<file path="src/rtl/flit_packetizer_pkg.sv">
// Shared definitions for the flit packetizer: head-flit field offsets,
// FSM state encoding and the derived-width helper functions.
package flit_packetizer_pkg;

    // Head-flit field layout when the XY coordinate format is used.
    localparam int NIBBLE_W   = 4;
    localparam int DEST_Y_LSB = 0;
    localparam int DEST_X_LSB = 4;
    localparam int SRC_Y_LSB  = 8;
    localparam int SRC_X_LSB  = 12;

    // Raw-index format: source index occupies the upper byte of the low 16 bits.
    localparam int SRC_IDX_LSB = 8;
    localparam int SRC_IDX_W   = 8;

    typedef enum logic [1:0] {
        IDLE = 2'd0,
        HEAD = 2'd1,
        BODY = 2'd2
    } state_t;

    // Width of the body-flit length field.
    function automatic int len_w(input int max_body);
        return $clog2(max_body + 1);
    endfunction

    // Width of one flit.
    function automatic int flit_w(input int data_width, input int phit_per_flit);
        return data_width * phit_per_flit;
    endfunction

endpackage

</file>
<file path="src/rtl/flit_packetizer_if.sv">
// Handshake bundle for the flit packetizer.
//   descriptor : msg_dest, msg_len, msg_valid -> msg_ready
//   body flits : body_data, body_valid       -> body_ready
//   phit out   : phit_out, phit_valid, phit_head, phit_tail <- phit_ready
// slave  : packetizer side
// master : environment side (message source + downstream router)
interface flit_packetizer_if
    import flit_packetizer_pkg::*;
#(
    parameter int N           = 4,
    parameter int DATA_WIDTH  = 8,
    parameter int PhitPerFlit = 2,
    parameter int MAX_BODY    = 15
);
    localparam int DEST_W = $clog2(N);
    localparam int LEN_W  = len_w(MAX_BODY);
    localparam int FLIT_W = flit_w(DATA_WIDTH, PhitPerFlit);

    logic [DEST_W-1:0]     msg_dest;
    logic [LEN_W-1:0]      msg_len;
    logic                  msg_valid;
    logic                  msg_ready;

    logic [FLIT_W-1:0]     body_data;
    logic                  body_valid;
    logic                  body_ready;

    logic [DATA_WIDTH-1:0] phit_out;
    logic                  phit_valid;
    logic                  phit_ready;
    logic                  phit_head;
    logic                  phit_tail;

    modport slave (
        input  msg_dest, msg_len, msg_valid,
        output msg_ready,
        input  body_data, body_valid,
        output body_ready,
        output phit_out, phit_valid, phit_head, phit_tail,
        input  phit_ready
    );

    modport master (
        output msg_dest, msg_len, msg_valid,
        input  msg_ready,
        output body_data, body_valid,
        input  body_ready,
        input  phit_out, phit_valid, phit_head, phit_tail,
        output phit_ready
    );

endinterface

</file>
<file path="src/rtl/flit_packetizer_serializer.sv">
// flit_serializer: loads one FLIT_W flit and emits it least-significant phit
// first under valid/ready. Head/tail markers are latched with the flit and
// presented on its first/last phit respectively.
// Ports:
//   clk, rst            clock, synchronous active-low reset
//   load, flit_in       load a new flit (only when empty or last phit leaving)
//   head_in, tail_in    flit is a head / final flit of the packet
//   phit, valid, ready  phit stream
//   last                current phit is the last of the flit
//   head, tail          phit-level head / tail markers
module flit_serializer #(
    parameter int DATA_WIDTH  = 8,
    parameter int PhitPerFlit = 2,
    parameter int FLIT_W      = 16
) (
    input  logic                  clk,
    input  logic                  rst,
    input  logic                  load,
    input  logic [FLIT_W-1:0]     flit_in,
    input  logic                  head_in,
    input  logic                  tail_in,
    output logic [DATA_WIDTH-1:0] phit,
    output logic                  valid,
    input  logic                  ready,
    output logic                  last,
    output logic                  head,
    output logic                  tail
);
    localparam int CNT_W = (PhitPerFlit > 1) ? $clog2(PhitPerFlit) : 1;

    logic [FLIT_W-1:0] sreg;
    logic [CNT_W-1:0]  cnt;
    logic              full;
    logic              head_q;
    logic              tail_q;

    always_ff @(posedge clk) begin
        if (!rst) begin
            sreg   <= '0;
            cnt    <= '0;
            full   <= 1'b0;
            head_q <= 1'b0;
            tail_q <= 1'b0;
        end else if (load) begin
            sreg   <= flit_in;
            cnt    <= '0;
            full   <= 1'b1;
            head_q <= head_in;
            tail_q <= tail_in;
        end else if (full && ready) begin
            if (last) begin
                full <= 1'b0;
                cnt  <= '0;
            end else begin
                sreg <= sreg >> DATA_WIDTH;
                cnt  <= cnt + 1'b1;
            end
        end
    end

    assign last  = full && (cnt == CNT_W'(PhitPerFlit - 1));
    assign valid = full;
    // Outputs are forced to zero while empty so the idle bus reads as reset.
    assign phit  = full ? sreg[DATA_WIDTH-1:0] : '0;
    assign head  = full && head_q && (cnt == '0);
    assign tail  = last && tail_q;

endmodule

</file>
<file path="src/rtl/flit_packetizer.sv">
// flit_packetizer: local-injection transmit block. Accepts a descriptor
// (destination, body-flit count), builds the head flit, then serialises the
// head and body flits into DATA_WIDTH phits with head/tail markers.
// Ports:
//   clk   clock
//   rst   synchronous active-low reset
//   bus   flit_packetizer_if.slave (descriptor, body flits, phit stream)
//
// state | meaning
// IDLE  | waiting for a descriptor, msg_ready high
// HEAD  | head flit phits being sent
// BODY  | body flits being loaded and sent, until tail phit accepted
module flit_packetizer
    import flit_packetizer_pkg::*;
#(
    parameter int N           = 4,
    parameter int DIM         = 2,
    parameter int INDEX       = 1,
    parameter int DATA_WIDTH  = 8,
    parameter int PhitPerFlit = 2,
    parameter int MAX_BODY    = 15,
    parameter int XY_FORMAT   = 1
) (
    input  logic            clk,
    input  logic            rst,
    flit_packetizer_if.slave bus
);
    localparam int DEST_W = $clog2(N);
    localparam int LEN_W  = len_w(MAX_BODY);
    localparam int FLIT_W = flit_w(DATA_WIDTH, PhitPerFlit);

    state_t            state;
    state_t            state_nxt;
    logic [LEN_W-1:0]  body_cnt;
    logic [LEN_W-1:0]  body_cnt_nxt;
    // Low for the first cycle after reset so msg_ready reads 0 during reset.
    logic              out_en;

    logic              msg_ready;
    logic              body_ready;

    logic              ser_load;
    logic [FLIT_W-1:0] ser_flit;
    logic              ser_head_in;
    logic              ser_tail_in;
    logic [DATA_WIDTH-1:0] ser_phit;
    logic              ser_valid;
    logic              ser_last;
    logic              ser_head;
    logic              ser_tail;
    logic              accept_last;

    function automatic logic [FLIT_W-1:0] head_flit(input logic [DEST_W-1:0] dest);
        logic [FLIT_W-1:0] f;
        int                d;
        f = '0;
        d = int'(dest);
        if (XY_FORMAT != 0) begin
            f[DEST_Y_LSB +: NIBBLE_W] = NIBBLE_W'(d / DIM);
            f[DEST_X_LSB +: NIBBLE_W] = NIBBLE_W'(d % DIM);
            f[SRC_Y_LSB  +: NIBBLE_W] = NIBBLE_W'(INDEX / DIM);
            f[SRC_X_LSB  +: NIBBLE_W] = NIBBLE_W'(INDEX % DIM);
        end else begin
            f[DEST_W-1:0]                  = dest;
            f[SRC_IDX_LSB +: SRC_IDX_W]    = SRC_IDX_W'(INDEX);
        end
        return f;
    endfunction

    assign accept_last = ser_last && bus.phit_ready;

    always_ff @(posedge clk) begin
        if (!rst) begin
            state    <= IDLE;
            body_cnt <= '0;
            out_en   <= 1'b0;
        end else begin
            state    <= state_nxt;
            body_cnt <= body_cnt_nxt;
            out_en   <= 1'b1;
        end
    end

    always_comb begin
        state_nxt    = state;
        body_cnt_nxt = body_cnt;
        msg_ready    = 1'b0;
        body_ready   = 1'b0;
        ser_load     = 1'b0;
        ser_flit     = bus.body_data;
        ser_head_in  = 1'b0;
        ser_tail_in  = 1'b0;

        case (state)
            IDLE: begin
                msg_ready = out_en;
                if (bus.msg_valid && out_en) begin
                    ser_load     = 1'b1;
                    ser_flit     = head_flit(bus.msg_dest);
                    ser_head_in  = 1'b1;
                    ser_tail_in  = (bus.msg_len == '0);
                    body_cnt_nxt = bus.msg_len;
                    state_nxt    = HEAD;
                end
            end
            HEAD: begin
                if (accept_last) begin
                    if (body_cnt == '0) begin
                        state_nxt = IDLE;
                    end else begin
                        // First body flit may load as the head's last phit
                        // leaves, so head and body run back-to-back.
                        state_nxt  = BODY;
                        body_ready = 1'b1;
                    end
                end
            end
            BODY: begin
                body_ready = (body_cnt != '0) && (!ser_valid || accept_last);
                // body_cnt reaches 0 when the final flit loads, so the flit
                // finishing here with a zero count is the tail flit.
                if (accept_last && body_cnt == '0) begin
                    state_nxt = IDLE;
                end
            end
            default: state_nxt = IDLE;
        endcase

        if (body_ready && bus.body_valid) begin
            ser_load     = 1'b1;
            ser_flit     = bus.body_data;
            ser_tail_in  = (body_cnt == LEN_W'(1));
            body_cnt_nxt = body_cnt - 1'b1;
        end
    end

    flit_serializer #(
        .DATA_WIDTH  (DATA_WIDTH),
        .PhitPerFlit (PhitPerFlit),
        .FLIT_W      (FLIT_W)
    ) u_ser (
        .clk     (clk),
        .rst     (rst),
        .load    (ser_load),
        .flit_in (ser_flit),
        .head_in (ser_head_in),
        .tail_in (ser_tail_in),
        .phit    (ser_phit),
        .valid   (ser_valid),
        .ready   (bus.phit_ready),
        .last    (ser_last),
        .head    (ser_head),
        .tail    (ser_tail)
    );

    assign bus.msg_ready  = msg_ready;
    assign bus.body_ready = body_ready;
    assign bus.phit_out   = ser_phit;
    assign bus.phit_valid = ser_valid;
    assign bus.phit_head  = ser_head;
    assign bus.phit_tail  = ser_tail;

endmodule

</file>
<file path="src/flat_wrapper.sv">
// flat-port wrapper written by rule: the top's interface ports become plain ports
module flit_packetizer_flat import flit_packetizer_pkg::*;
#(
    parameter int N           = 4,
    parameter int DIM         = 2,
    parameter int INDEX       = 1,
    parameter int DATA_WIDTH  = 8,
    parameter int PhitPerFlit = 2,
    parameter int MAX_BODY    = 15,
    parameter int XY_FORMAT   = 1
)
  (clk, rst, bus_msg_dest, bus_msg_len, bus_msg_valid, bus_msg_ready, bus_body_data, bus_body_valid, bus_body_ready, bus_phit_out, bus_phit_valid, bus_phit_head, bus_phit_tail, bus_phit_ready);
  flit_packetizer_if #(.N(N), .DATA_WIDTH(DATA_WIDTH), .PhitPerFlit(PhitPerFlit), .MAX_BODY(MAX_BODY)) bus_i ();
  input  logic clk;
  input  logic rst;
  input wire logic [$bits(bus_i.msg_dest)-1:0] bus_msg_dest;
  input wire logic [$bits(bus_i.msg_len)-1:0] bus_msg_len;
  input wire logic [$bits(bus_i.msg_valid)-1:0] bus_msg_valid;
  output wire logic [$bits(bus_i.msg_ready)-1:0] bus_msg_ready;
  input wire logic [$bits(bus_i.body_data)-1:0] bus_body_data;
  input wire logic [$bits(bus_i.body_valid)-1:0] bus_body_valid;
  output wire logic [$bits(bus_i.body_ready)-1:0] bus_body_ready;
  output wire logic [$bits(bus_i.phit_out)-1:0] bus_phit_out;
  output wire logic [$bits(bus_i.phit_valid)-1:0] bus_phit_valid;
  output wire logic [$bits(bus_i.phit_head)-1:0] bus_phit_head;
  output wire logic [$bits(bus_i.phit_tail)-1:0] bus_phit_tail;
  input wire logic [$bits(bus_i.phit_ready)-1:0] bus_phit_ready;
  assign bus_i.msg_dest = bus_msg_dest;
  assign bus_i.msg_len = bus_msg_len;
  assign bus_i.msg_valid = bus_msg_valid;
  assign bus_msg_ready = bus_i.msg_ready;
  assign bus_i.body_data = bus_body_data;
  assign bus_i.body_valid = bus_body_valid;
  assign bus_body_ready = bus_i.body_ready;
  assign bus_phit_out = bus_i.phit_out;
  assign bus_phit_valid = bus_i.phit_valid;
  assign bus_phit_head = bus_i.phit_head;
  assign bus_phit_tail = bus_i.phit_tail;
  assign bus_i.phit_ready = bus_phit_ready;
  flit_packetizer #(.N(N), .DIM(DIM), .INDEX(INDEX), .DATA_WIDTH(DATA_WIDTH), .PhitPerFlit(PhitPerFlit), .MAX_BODY(MAX_BODY), .XY_FORMAT(XY_FORMAT)) u_core (.clk(clk), .rst(rst), .bus(bus_i));
endmodule
</file>
<file path="config.mk">
export PLATFORM = sky130hd
export DESIGN_NAME = flit_packetizer_flat
export DESIGN_NICKNAME = d
export VERILOG_FILES = /design/src/rtl/flit_packetizer_pkg.sv /design/src/rtl/flit_packetizer_if.sv /design/src/rtl/flit_packetizer_serializer.sv /design/src/rtl/flit_packetizer.sv /design/src/flat_wrapper.sv
export SDC_FILE = /design/constraint.sdc
export NUM_CORES = 1
export LEC_CHECK = 0
export BUFFER_PORTS_ARGS = -buffer_cell sky130_fd_sc_hd__buf_4
export CAP_MARGIN = 20
export CORE_ASPECT_RATIO = 1.75
export CORE_MARGIN = 2
export CORE_UTILIZATION = 52
export CTS_BUF_LIST = sky130_fd_sc_hd__clkbuf_16
export DETAILED_ROUTE_END_ITERATION = 8
export PLACE_DENSITY = 0.89
export SLEW_MARGIN = 20
export SYNTH_ARGS = -nofsm -noshare
export SYNTH_HDL_FRONTEND = slang
export SYNTH_SLANG_ARGS = --single-unit
</file>
<file path="constraint.sdc">
create_clock -name clk -period 4.6 [get_ports clk]
set_clock_uncertainty 0.05 [all_clocks]
set_input_delay 0.69 -clock clk [delete_from_list [all_inputs] [get_ports clk]]
set_output_delay 0.69 -clock clk [all_outputs]
set_load 0.01 [all_outputs]
</file>
==> parameters.txt, run 1 <==
Parameter                              Value

Yosys
  Ys Warns ... 0
  Register area share after synthesis ... 37.50%
  Synth Cell Area ... 1441 um^2
  Synth Area per Inst ... 8.052 um^2
  Number of enable flip-flop cells after synthesis ... 0
  Netlist cell types ... 31
  Register bit total from synthesis ... 27
  Most common flop cell mapped by yosys ... sky130_fd_sc_hd__dfxtp_1
  Synthesized netlist cell count ... 179
  Syn_nets ... 212
  Share of synthesized flip-flops with an asynchronous set or reset ... 0%

STA
  Number of max-slew violations in the final report ... 0
  PnR worst setup slack ... 2.144 ns
  Unrepaired setup endpoints after global routing ... false
  Final-layout setup total negative slack ... 0 ns
  Min Tclk post-route ... 2.456 ns
  Maximum achievable frequency ... 407.2 MHz
  Setup violations, final ... 0
  Relative slew margins ... 51.00%
  Fin crit share ... 53.39%
  Least-Margin Pin Slew ... 0.7351 ns
  Number of endpoints with negative hold slack in the final report ... 0

Floorplan
  Die width ... 43.80 um
  Standard-cell row count ... 25
  Die span in y ... 73.65 um
  Placeable core region ... 2659 um^2
  Initial Util ... 54.21%
  I/O Pins ... 40
  Die outline area ... 3226 um^2

Cells and area
  Filler cell count in the final layout ... 217
  Commonest cells after routing, fill and taps aside ... sky130_fd_sc_hd__buf_4 (39), sky130_fd_sc_hd__dfxtp_1 (27), sky130_fd_sc_hd__nand2_1 (22)
  Leading cell type in the layout, fill and taps excluded ... sky130_fd_sc_hd__buf_4
  Antenna Diode Count ... 0
  Post-layout util ... 67.81%
  Nets ... 244
  Post-synthesis to final-layout area growth ... 25.09%
  Layout cell share with drive strength beyond 1 ... 25.71%

Routing
  Residual DRC ... 0
  Initial DRT Pass Iterations ... 4
  Remaining number of nets flagged by the antenna check after routing ... 0
  Via count ... 1381
  Average wire length per cell after detail routing ... 14.43 um
  Post-detailed-route via-to-cell ratio ... 5.827
  Number of design-rule violations left by the first detailed-router iteration ... 55
  Routed wire length ... 3419 um

GRT
  First-pass GRT wire length ... 5568 um
  Number of global-route vias before repair ... 1244
  Largest net degree at the start of global routing ... 25
  Final global-route overflow total ... 0
  Initial antenna violation count ... 0
  Total routing usage reported by global routing ... 22.92%

CTS
  Clock Tree Root ... sky130_fd_sc_hd__clkbuf_16
  CTS Buf Count ... 3
  TritonCTS clock tree ... done
  H-tree Lvls ... 1
  Clock Latency Late Sink ... 0.26 ns
  Total of cells resized after clock tree synthesis ... 0
  Number of setup buffers added after CTS ... 0
  Clock transition at the registers of the reported paths ... 0.07 ns
  TritonCTS Sinks ... 27
  Quantity of hold-fixing buffers added after cts ... 0
  Clk buf depth ... 2

Pwr
  Leak ... 0.7508 nW
  Pint ... 0.3903 mW
  Reported net switching power ... 0.1241 mW
  Logic pwr share ... 13.2%
  Power density cells ... 285.3 nW/um^2
  Seq pwr share ... 48.3%
  Total power ... 0.5144 mW
  Max VDD drop ... 0.2375 mV
  Switching share of power ... 24.13%
  Part of the total power dissipated in the clock network ... 38.5%

Flow run
  Reported max-cap violation count ... 0

Worst setup path
  Startpoint kind of the worst setup timing path ... flop
  Data required time at the worst endpoint ... 3.86 ns
  Critical Path Sink Type ... primary output
  Crit path arrival time ... 1.72 ns
  Highest fanout seen on the critical path ... 17
  Cell with the largest stage delay on the worst path ... sky130_fd_sc_hd__dfxtp_1
  Critical setup path kind ... flop to primary output
  Delay of the slowest cell on the worst path ... 0.63 ns
  Cell Chain, Critical Path ... a21oi_1 > nor4b_1 > buf_4

Placed design
  Weighted congestion reported at the end of routability-driven placement ... 0.7850
  Post-DP HPWL ... 2417 um
  Placement Setup Slack ... 2.166 ns
  Port bufs ... 39

Min path
  Type of the most critical hold path ... flop to flop

Status
  Outcome ... completed
==> critical path: cells and delay by family, from the launching register on <==
| family | cells | cell delay (ns) |
|---|---|---|
| AO/OA/AOI/OAI | 1 | 0.24 |
| buffers and inverters | 1 | 0.19 |
| flip-flops | 1 | 0.63 |
| AND/OR/NAND/NOR | 1 | 0.40 |
==> cell usage after synthesis, types with 5 or more instances <==
cell type	number	area, um^2
sky130_fd_sc_hd__nand2_1	22	82.58
sky130_fd_sc_hd__dfxtp_1	27	540.5
sky130_fd_sc_hd__clkbuf_1	8	30.03
sky130_fd_sc_hd__and2_1	10	62.56
sky130_fd_sc_hd__o21ai_0	7	35.03
sky130_fd_sc_hd__ha_1	6	75.07
sky130_fd_sc_hd__inv_1	7	26.28
sky130_fd_sc_hd__nand3_1	19	95.09
sky130_fd_sc_hd__mux2_2	7	78.83
sky130_fd_sc_hd__and3_1	5	31.28
sky130_fd_sc_hd__a21oi_1	20	100.1
sky130_fd_sc_hd__nor2_1	6	22.52
==> registers in the layout, indices dropped and copies added, names as in the netlist <==
register	flops
u_core.u_ser.tail_q	1
u_core.u_ser.head_q	1
u_core.u_ser.cnt	1
u_core.state	2
u_core.u_ser.sreg	16
u_core.out_en	1
u_core.u_ser.valid	1
u_core.body_cnt	4
==> routing by layer <==
| layer | up-vias | GRT usage (%) | share of wire (%) |
|---|---|---|---|
| met1 | 650 | 25.73 | 37 |
| li1 | 690 | - | - |
| met5 | - | 0 | 0 |
| met3 | 6 | 2.211 | 3.0 |
| met2 | 35 | 41.83 | 58 |
| met4 | 0 | 10.44 | 1.9 |
==> cells by family after synthesis <==
kind of cell             Yosys count  share of synthesized area, %
flip-flops                        27                         37.50
AO/OA/AOI/OAI                     39                         15.97
multiplexers                       7                         5.469
AND/OR/NAND/NOR                   80                         29.34
adder cells (fa/ha/maj)            6                         5.208
buffers and inverters             20                         6.510
==> final timing paths <==
path | startpoint | end | slack [ns] | cells past startpoint
max | u_core.u_ser.valid | bus_body_ready | 2.14 | 3
min | u_core.u_ser.sreg[11] | u_core.u_ser.sreg[11] | 0.42 | 2
max reg2reg | u_core.u_ser.valid | u_core.body_cnt[0] | 2.26 | 4
min reg2reg | u_core.u_ser.sreg[11] | u_core.u_ser.sreg[11] | 0.42 | 2
==> final cells by class <==
class | instances | area [um^2] | area share, %
Multi-Input combinational cell | 132 | 815.8 | 45.25
Inverter | 7 | 26.28 | 1.457
Timing Repair Buffer | 40 | 306.5 | 17.00
Tap cell | 27 | 33.78 | 1.874
Clock buffer | 3 | 75.07 | 4.164
Sequential cell | 27 | 540.5 | 29.98
Clock inverter | 1 | 5.005 | 0.2776
==> through the flow <==
step / hold WS (ns) / instance area, um^2 / cells
6_report: 0.4178 / 1803 / 237
4_1_cts: 0.4215 / 1789 / 236
2_1_floorplan: 0.3954 / 1441 / 179
5_1_grt: 0.4352 / 1803 / 237
3_3_place_gp: 0.4051 / 1709 / 232
3_5_place_dp: 0.4110 / 1709 / 232
==> power groups by stage <==
stage / Sequential, mW / Combinational (mW) / Clock [mW]
floorplan: 0.251 / 0.0379 / 0
global placement: 0.253 / 0.0654 / 0
detailed placement: 0.254 / 0.0664 / 0
CTS: 0.248 / 0.0675 / 0.198
global route: 0.249 / 0.0754 / 0.209
finish: 0.249 / 0.0678 / 0.198
(Power assumes the default switching activity.)
==> run 2, diff against run 1 <==
--- a/config.mk
+++ b/config.mk
@@ -9,10 +9,10 @@
 export CAP_MARGIN = 20
 export CORE_ASPECT_RATIO = 1.75
 export CORE_MARGIN = 2
-export CORE_UTILIZATION = 52
+export CORE_UTILIZATION = 46
 export CTS_BUF_LIST = sky130_fd_sc_hd__clkbuf_16
 export DETAILED_ROUTE_END_ITERATION = 8
-export PLACE_DENSITY = 0.89
+export PLACE_DENSITY = 0.84
 export SLEW_MARGIN = 20
 export SYNTH_ARGS = -nofsm -noshare
 export SYNTH_HDL_FRONTEND = slang
==> constraint.sdc (replaced) <==
create_clock -name clk -period 2 [get_ports clk]
set_clock_uncertainty 0.05 [all_clocks]
set_input_delay 0.3 -clock clk [delete_from_list [all_inputs] [get_ports clk]]
set_output_delay 0.3 -clock clk [all_outputs]
set_load 0.01 [all_outputs]
==> run 2 against run 1 <==
  * Sequential share of layout area decreased by 1.5 points
  * Critical path type unchanged
  * Clock-buffer cell count is the same
  * Sequential power is 130% higher
  * Flip-flop and latch count unchanged
  * Largest cell class unchanged
  * First-iteration DRC count is 51% lower
  * Wire length increased by 6.4%
  * Register-to-register slack got worse by 2.1 ns
  * Critical endpoint unchanged
  * Combinational power rose to 2.7 times the previous value
==> parameters.txt, run 2 (synthesized netlist as in run 1, its figures left out) <==
Parameter                              Value

Status
  Outcome ... completed

GRT
  Final global-route overflow total ... 0 (unchanged)
  Number of global-route vias before repair ... 1409 (+13%)
  First-pass GRT wire length ... 6230 um (+12%)
  Total routing usage reported by global routing ... 23.07% (+0.14 points)
  Initial antenna violation count ... 0 (unchanged)
  Largest net degree at the start of global routing ... 25 (unchanged)

Floorplan
  Die width ... 46.32 um (+5.7%)
  Die span in y ... 78.05 um (+6.0%)
  I/O Pins ... 40 (unchanged)
  Standard-cell row count ... 26 (+4.0%)
  Die outline area ... 3615 um^2 (+12%)
  Placeable core region ... 2960 um^2 (+11%)
  Initial Util ... 48.69% (-5.5 points)

Routing
  Residual DRC ... 0 (unchanged)
  Post-detailed-route via-to-cell ratio ... 5.452 (-6.4%)
  Routed wire length ... 3638 um (+6.4%)
  Initial DRT Pass Iterations ... 4 (unchanged)
  Average wire length per cell after detail routing ... 14.05 um (-2.6%)
  Remaining number of nets flagged by the antenna check after routing ... 0 (unchanged)
  Via count ... 1412 (+2.2%)
  Number of design-rule violations left by the first detailed-router iteration ... 27 (-51%)

STA
  Min Tclk post-route ... 1.918 ns
  PnR worst setup slack ... 0.08205 ns (-2.062 ns)
  Maximum achievable frequency ... 521.4 MHz
  Relative slew margins ... 62.77% (+12 points)
  Least-Margin Pin Slew ... 0.5568 ns (-0.1783 ns)
  Fin crit share ... 95.90%
  Number of endpoints with negative hold slack in the final report ... 0 (unchanged)
  Worst hold slack ... 0.2060 ns (-0.2118 ns)
  Number of max-slew violations in the final report ... 0 (unchanged)
  Setup violations, final ... 0 (unchanged)

Pwr
  Logic pwr share ... 15.0% (+1.8 points)
  Part of the total power dissipated in the clock network ... 38.0% (-0.5 points)
  Switching share of power ... 24.35% (+0.22 points)
  Reported net switching power ... 0.2929 mW (+140%)
  Seq pwr share ... 47.0% (-1.3 points)
  Leak ... 0.7921 nW (+5.5%)
  Power density cells ... 631.8 nW/um^2 (+120%)
  Max VDD drop ... 0.5743 mV (+140%)
  Pint ... 0.9103 mW (+130%)

Cells and area
  Layout cell share with drive strength beyond 1 ... 29.49% (+3.8 points)
  Post-synthesis to final-layout area growth ... 32.12%
  Leading cell type in the layout, fill and taps excluded ... sky130_fd_sc_hd__buf_4
  Antenna Diode Count ... 0 (unchanged)
  Commonest cells after routing, fill and taps aside ... sky130_fd_sc_hd__buf_4 (45), sky130_fd_sc_hd__dfxtp_1 (26), sky130_fd_sc_hd__nand2_1 (22)
  Biggest register ... u_core.u_ser.sreg
  Nets ... 251 (+2.9%)
  Footprint of the multi-input gates ... 834.6 um^2 (+2.3%)
  Regs by FF count ... u_core.u_ser.sreg x16, u_core.body_cnt x4, u_core.state x2
  FF+latch area ... 541.8 um^2 (+0.23%)
  Post-layout instance count excluding filler cells ... 259 (+9.3%)
  Flip-flop count of the largest register, all copies and words added ... 16 (unchanged)
  Filler cell count in the final layout ... 256 (+18%)

Worst setup path
  Critical Path Sink Type ... primary output
  Reg-to-reg critical path endpoint ... u_core.body_cnt[1]
  Critical setup path kind ... flop to primary output
  Worst R2R Start ... u_core.state[1]
  Data required time at the worst endpoint ... 1.65 ns (-2.21 ns)
  Register-to-register setup slack ... 0.13 ns (-2.13 ns)
  Highest fanout seen on the critical path ... 5 (-12)
  Crit path arrival time ... 1.57 ns (-0.15 ns)
  Startpoint kind of the worst setup timing path ... flop
  R2R cell count ... 7 (+3)

Placed design
  Weighted congestion reported at the end of routability-driven placement ... 0.7655 (-2.5%)
  Port bufs ... 39 (unchanged)
  Placement Setup Slack ... 0.1049 ns (-2.061 ns)
  Post-DP HPWL ... 2578 um (+6.7%)
  Number of cells after detailed placement ... 255 (+9.9%)

Min path
  Number of cells traversed by the worst hold path ... 3 (+1)
  Capture endpoint of the worst hold path ... u_core.u_ser.sreg[4]
  Hold Startpoint ... bus_body_data[4]
  Type of the most critical hold path ... primary input to flop

CTS
  CTS Buf Count ... 3 (unchanged)
  TritonCTS clock tree ... done
  H-tree Lvls ... 1 (unchanged)
  TritonCTS Sinks ... 27 (unchanged)
  Clock Tree Root ... sky130_fd_sc_hd__clkbuf_16
  Clock transition at the registers of the reported paths ... 0.07 ns (about the same)
  Clock Latency Late Sink ... 0.26 ns (about the same)
  Clk buf depth ... 2 (unchanged)

Flow run
  Reported max-cap violation count ... 0 (unchanged)
[run 2: changes by cell type in the layout (fill, tap and decap cells not counted), sizes merged]
| cell | before | now |
|---|---|---|
| buf | 39 | 47 |
| clkbuf | 4 | 3 |
[run 2: area by class of cell]
class	count	share of cell area [%]
flip-flops and latches	27	28.45
inverters	7	1.380
well taps	42	2.760
repair buffers	47	19.38
multi-input cells	132	43.82
clock inverters	1	0.2628
clock buffers	3	3.942
[run 2: metrics by stage]
| stage | instance area [um^2] | utilization [%] | power (mW) | TNS [ns] |
|---|---|---|---|---|
| detailed placement | 1800 | 60.82 | 0.7503 | 0 |
| global placement | 1800 | 60.82 | 0.7462 | 0 |
| global route | 1904 | 64.33 | 1.247 | -0.008774 |
| CTS | 1887 | 63.74 | 1.202 | 0 |
| floorplan | 1441 | - | 0.6639 | 0 |
| finish | 1904 | 64.33 | 1.203 | 0 |
[run 2: repair_timing]
| action | 4_1_cts | 5_1_grt |
|---|---|---|
| resized for setup | 1 | 4 |
| buffers inserted | 0 | 0 |
| endpoints found under the setup margin | 1 | 11 |
| hold buffers | 0 | 0 |
[run 2: worst max-delay path, stage by stage (launching register included)]
cell	delay [ns]
sky130_fd_sc_hd__dfxtp_2	0.36
sky130_fd_sc_hd__inv_1	0.06
sky130_fd_sc_hd__ha_1	0.18
sky130_fd_sc_hd__nor3b_2	0.16
sky130_fd_sc_hd__buf_4	0.16
sky130_fd_sc_hd__nor4b_4	0.22
sky130_fd_sc_hd__buf_4	0.16
[run 2: how the worst max path moves through the flow]
| stage | start | endpoint | slack [ns] |
|---|---|---|---|
| floorplan | u_core.body_cnt[0] | u_core.u_ser.head_q | 0.16 |
| global placement | u_core.body_cnt[0] | u_core.body_cnt[0] | 0.17 |
| detailed placement | u_core.body_cnt[0] | u_core.body_cnt[0] | 0.10 |
| CTS | u_core.body_cnt[0] | bus_body_ready | 0.02 |
| global route | u_core.state[1] | u_core.body_cnt[1] | -0.009 |
| finish | u_core.body_cnt[0] | bus_body_ready | 0.08 |
[run 2: routing by layer]
metal	vias up	routed length [um]	GRT usage (%)
met4	0	99	10.86
met5	-	0	0
met1	664	1433	26.23
li1	706	-	-
met2	34	2002	40.14
met3	8	102	2.529
[run 2: power by group through the flow]
stage / Combinational [mW] / Clock [mW] / Sequential, mW
2_1_floorplan: 0.0871 / 0 / 0.577
3_3_place_gp: 0.169 / 0 / 0.577
3_5_place_dp: 0.173 / 0 / 0.578
4_1_cts: 0.177 / 0.460 / 0.565
5_1_grt: 0.200 / 0.479 / 0.567
6_report: 0.180 / 0.457 / 0.566
